$ cat config.mk
export PLATFORM = sky130hd
export DESIGN_NAME = mux_arr_module
export DESIGN_NICKNAME = d
export VERILOG_FILES = /design/src/rtl/mux_arr_module.sv
export SDC_FILE = /design/constraint.sdc
export NUM_CORES = 1
export LEC_CHECK = 0
export BUFFER_PORTS_ARGS = -buffer_cell sky130_fd_sc_hd__buf_4
export CORE_AREA = 2 2 39 41
export DETAILED_ROUTE_END_ITERATION = 12
export DIE_AREA = 0 0 41 43
export GPL_ROUTABILITY_DRIVEN = 0
export PLACE_DENSITY_LB_ADDON = 0.12
export SYNTH_ARGS = -nofsm -noshare
export SYNTH_HDL_FRONTEND = slang
export SYNTH_SLANG_ARGS = --single-unit
$ cat constraint.sdc
create_clock -name clk -period 1.1 [get_ports clk]
set_input_delay 0.275 -clock clk [delete_from_list [all_inputs] [get_ports clk]]
set_output_delay 0.275 -clock clk [all_outputs]
set_load 0.01 [all_outputs]
$ cat src/rtl/mux_arr_module.sv
// mux_arr_module: registered N-way bus multiplexer over a packed option array
module mux_arr_module #(
  parameter int WIDTH_IN  = 2,
  parameter int WIDTH_OP  = 4,
  parameter int WIDTH_BUS = 2
) (
  input  logic                                 clk,
  input  logic                                 rst,
  input  logic                                 in_valid,
  input  logic [WIDTH_IN-1:0]                  in,
  input  logic [WIDTH_OP-1:0][WIDTH_BUS-1:0]   opt,
  output logic [WIDTH_BUS-1:0]                 out,
  output logic                                 out_valid,
  output logic                                 sel_err
);
  localparam int NSEL = 2 ** WIDTH_IN;
  localparam logic [WIDTH_IN:0] NOP = (WIDTH_IN + 1)'(WIDTH_OP);
  if (WIDTH_OP < 1 || WIDTH_OP > NSEL || WIDTH_BUS < 1) begin : g_param_err
    $error("mux_arr_module: need 1 <= WIDTH_OP <= 2**WIDTH_IN and WIDTH_BUS >= 1");
  end
  logic [NSEL-1:0][WIDTH_BUS-1:0] pad;
  logic                           err;
  assign err = {1'b0, in} >= NOP;
  // pad the option array to the full index range; unused slots read as zero
  always_comb begin
    pad = '0;
    pad[WIDTH_OP-1:0] = opt;
  end
  // register the selected entry; idle edges keep out and sel_err
  always_ff @(posedge clk) begin
    if (rst) begin
      out       <= '0;
      out_valid <= 1'b0;
      sel_err   <= 1'b0;
    end else begin
      out_valid <= in_valid;
      if (in_valid) begin
        out     <= pad[in];
        sel_err <= err;
      end
    end
  end
endmodule

==> impl_metrics.yaml <==
power:
  power_uw: 394
  p_leak_uw: 0.000156
  internal_power_uw: 305
  power_density_nw_per_um2: 1210
  pwr-share-seq_pct: 30.7
  power_switching_uw: 89.1
  p_sw_share_pct: 22.6
  p_clk_share_pct: 48.8
  p_comb_share_pct: 20.5
  ir_worst_vdd_mv: 0.477
sta:
  rsz0062_at_grt: "no"
  setup_viol: 0
  layout_min_cycle_time_ns: 0.959
  clock_skew_ns: 0
  hold_viol: 0
  fin_crit_sh_pct: 87.2
  report.final.slew_viol_count: 0
  max_freq_ghz: 1.04
  fin_setup_tns_ns: 0
die:
  die_area_um2: 1760
  core-area_um2: 1380
  ioPinCount: 17
  start_util_pct: 12.9
  rows: 14
  fp.dieH_um: 43
  die_w_um: 41
run:
  max_cap_violations: 0
cts:
  worstSkewPairLatency_ns: 0.23
  cts_tree: "done"
  post_cts_buffers: 0
  ctsLongestPathBuffers: 2
  cts_root_buf: "clkbuf_4"
  numCtsBuffers: 3
  cts_resized: 0
  htreeDepth: 1
  clkSlewWorstSetupHoldPaths_ns: 0.04
  hold_buffers: 0
  clock_sink_count: 3
synthesis:
  yosysWarnings: 0
  netlist_area_um2: 179
  synth_cells: 17
  syn-num-nets: 30
  ys_seq_elements: 3
  yosysSeqAreaShare_pct: 33.6
  syn_avg_cell_area_um2: 10.5
  synth_cell_types: 11
worst_setup_path:
  max_stage_delay_ns: 0.33
  cp-end-kind: "primary output"
  critical_path_arrival_ns: 0.68
  worst-path-buf-inv: 1
  cp_top_family: "flip-flops"
  crit_chain: "buf_4"
  required_ns: 0.82
  crit_slowest_cell: "dfxtp_1"
  cp-start-kind: "flip-flop"
  path_class: "flip-flop to primary output"
  crit_path_max_fanout: 2
global_route:
  grt_pass1_vias: 211
  grt_first_pass_wirelength_um: 855
  antenna_found_initial: 0
  grt_max_degree: 6
  grt_overflow: 0
  grtUsageTotal_pct: 7.62
routing:
  viasPerCell: 3.80
  ant_nets: 0
  vias: 190
  routed_wl_um: 532
  drt_iter0_drc: 2
  drcViolationCount: 0
  first_pass_iters: 2
  post_drt_wl_per_cell_um: 10.6
final_layout:
  area_growth_pct: 82.5
  nNetsFinal: 48
  drive_above_1_share_pct: 61.8
  num_antenna_cells: 0
min_path:
  hold_path_class: "input port to flip-flop"
status:
  status: "finished clean"
placement:
  io_buffer_count: 15
  dpl.hpwl_um: 444
## worst paths after layout
check	cells past startpoint	slack, ns	start	to
setup / recovery	1	0.14	out[0]	out[0]
setup reg to reg	2	0.16	out[0]	out[0]
hold reg to reg	2	0.64	out[0]	out[0]
hold / removal	2	0.23	rst	out_valid
## power by group through the flow
stage / Combinational, uW / Clock, uW / Sequential [uW]
after floorplan: 30.1 / 0 / 125
after global placement: 80.7 / 0 / 122
after detailed placement: 82.2 / 0 / 123
after CTS: 82.5 / 203 / 121
after global routing: 88.5 / 218 / 122
final: 80.9 / 192 / 121
## Yosys cell counts
library cell,instances,area (um^2)
nor2b_1,1,6.26
clkbuf_1,1,3.75
or3b_1,1,8.76
or3b_2,2,17.5
dfxtp_1,3,60.1
buf_4,1,7.51
o221ai_2,1,15.0
nand3b_1,1,7.51
o221ai_1,1,8.76
conb_1,1,3.75
mux2i_1,4,40.0
## logic make-up (layout without fill, tap and decap cells)
family          Yosys count  in the layout  synth area share, %
buf+inv                   2             19                 6.29
compound gates            2              2                 13.3
mux                       4              4                 22.4
other cells               1              1                 2.10
flops                     3              3                 33.6
simple gates              5              5                 22.4
## through the flow
stage / util (%) / hold WS (ns) / setup slack (ns) / std cells / instance area, um^2
finish: 23.6 / 0.230 / 0.141 / 50 / 327
global route: 23.6 / 0.224 / 0.0881 / 50 / 327
CTS: 23.6 / 0.222 / 0.118 / 50 / 327
detailed placement: 21.7 / 0.467 / 0.0484 / 46 / 300
global placement: 21.7 / 0.466 / 0.0653 / 46 / 300
floorplan: - / 0.347 / 0.145 / 17 / 179
## sequential cells by signal, indices dropped and copies added (netlist names)
name	cells
out	2
out_valid	1
## area by class of cell
cell class	instances	area, um^2
sequential	3	60.1
timing repair buffer	15	113
fill	152	1060
multi-input combinational	12	108
tap	16	20.0
clock buffer	4	26.3
## routing by layer
layer	share of wire, %	global-route usage, %
met5	0	0
met4	0	4.00
met3	8.5	4.71
met2	47	10.6
met1	44	8.65
## layout by cell type (no fill, tap or decap)
master    count
or3b_2        2
clkbuf_4      3
conb_1        1
nand3b_1      1
o221ai_2      1
or3b_1        1
mux2i_1       4
nor2b_1       1
o221ai_1      1
buf_4        15
clkbuf_1      1
dfxtp_1       3
Note: power is estimated with default switching activity, not from simulation.
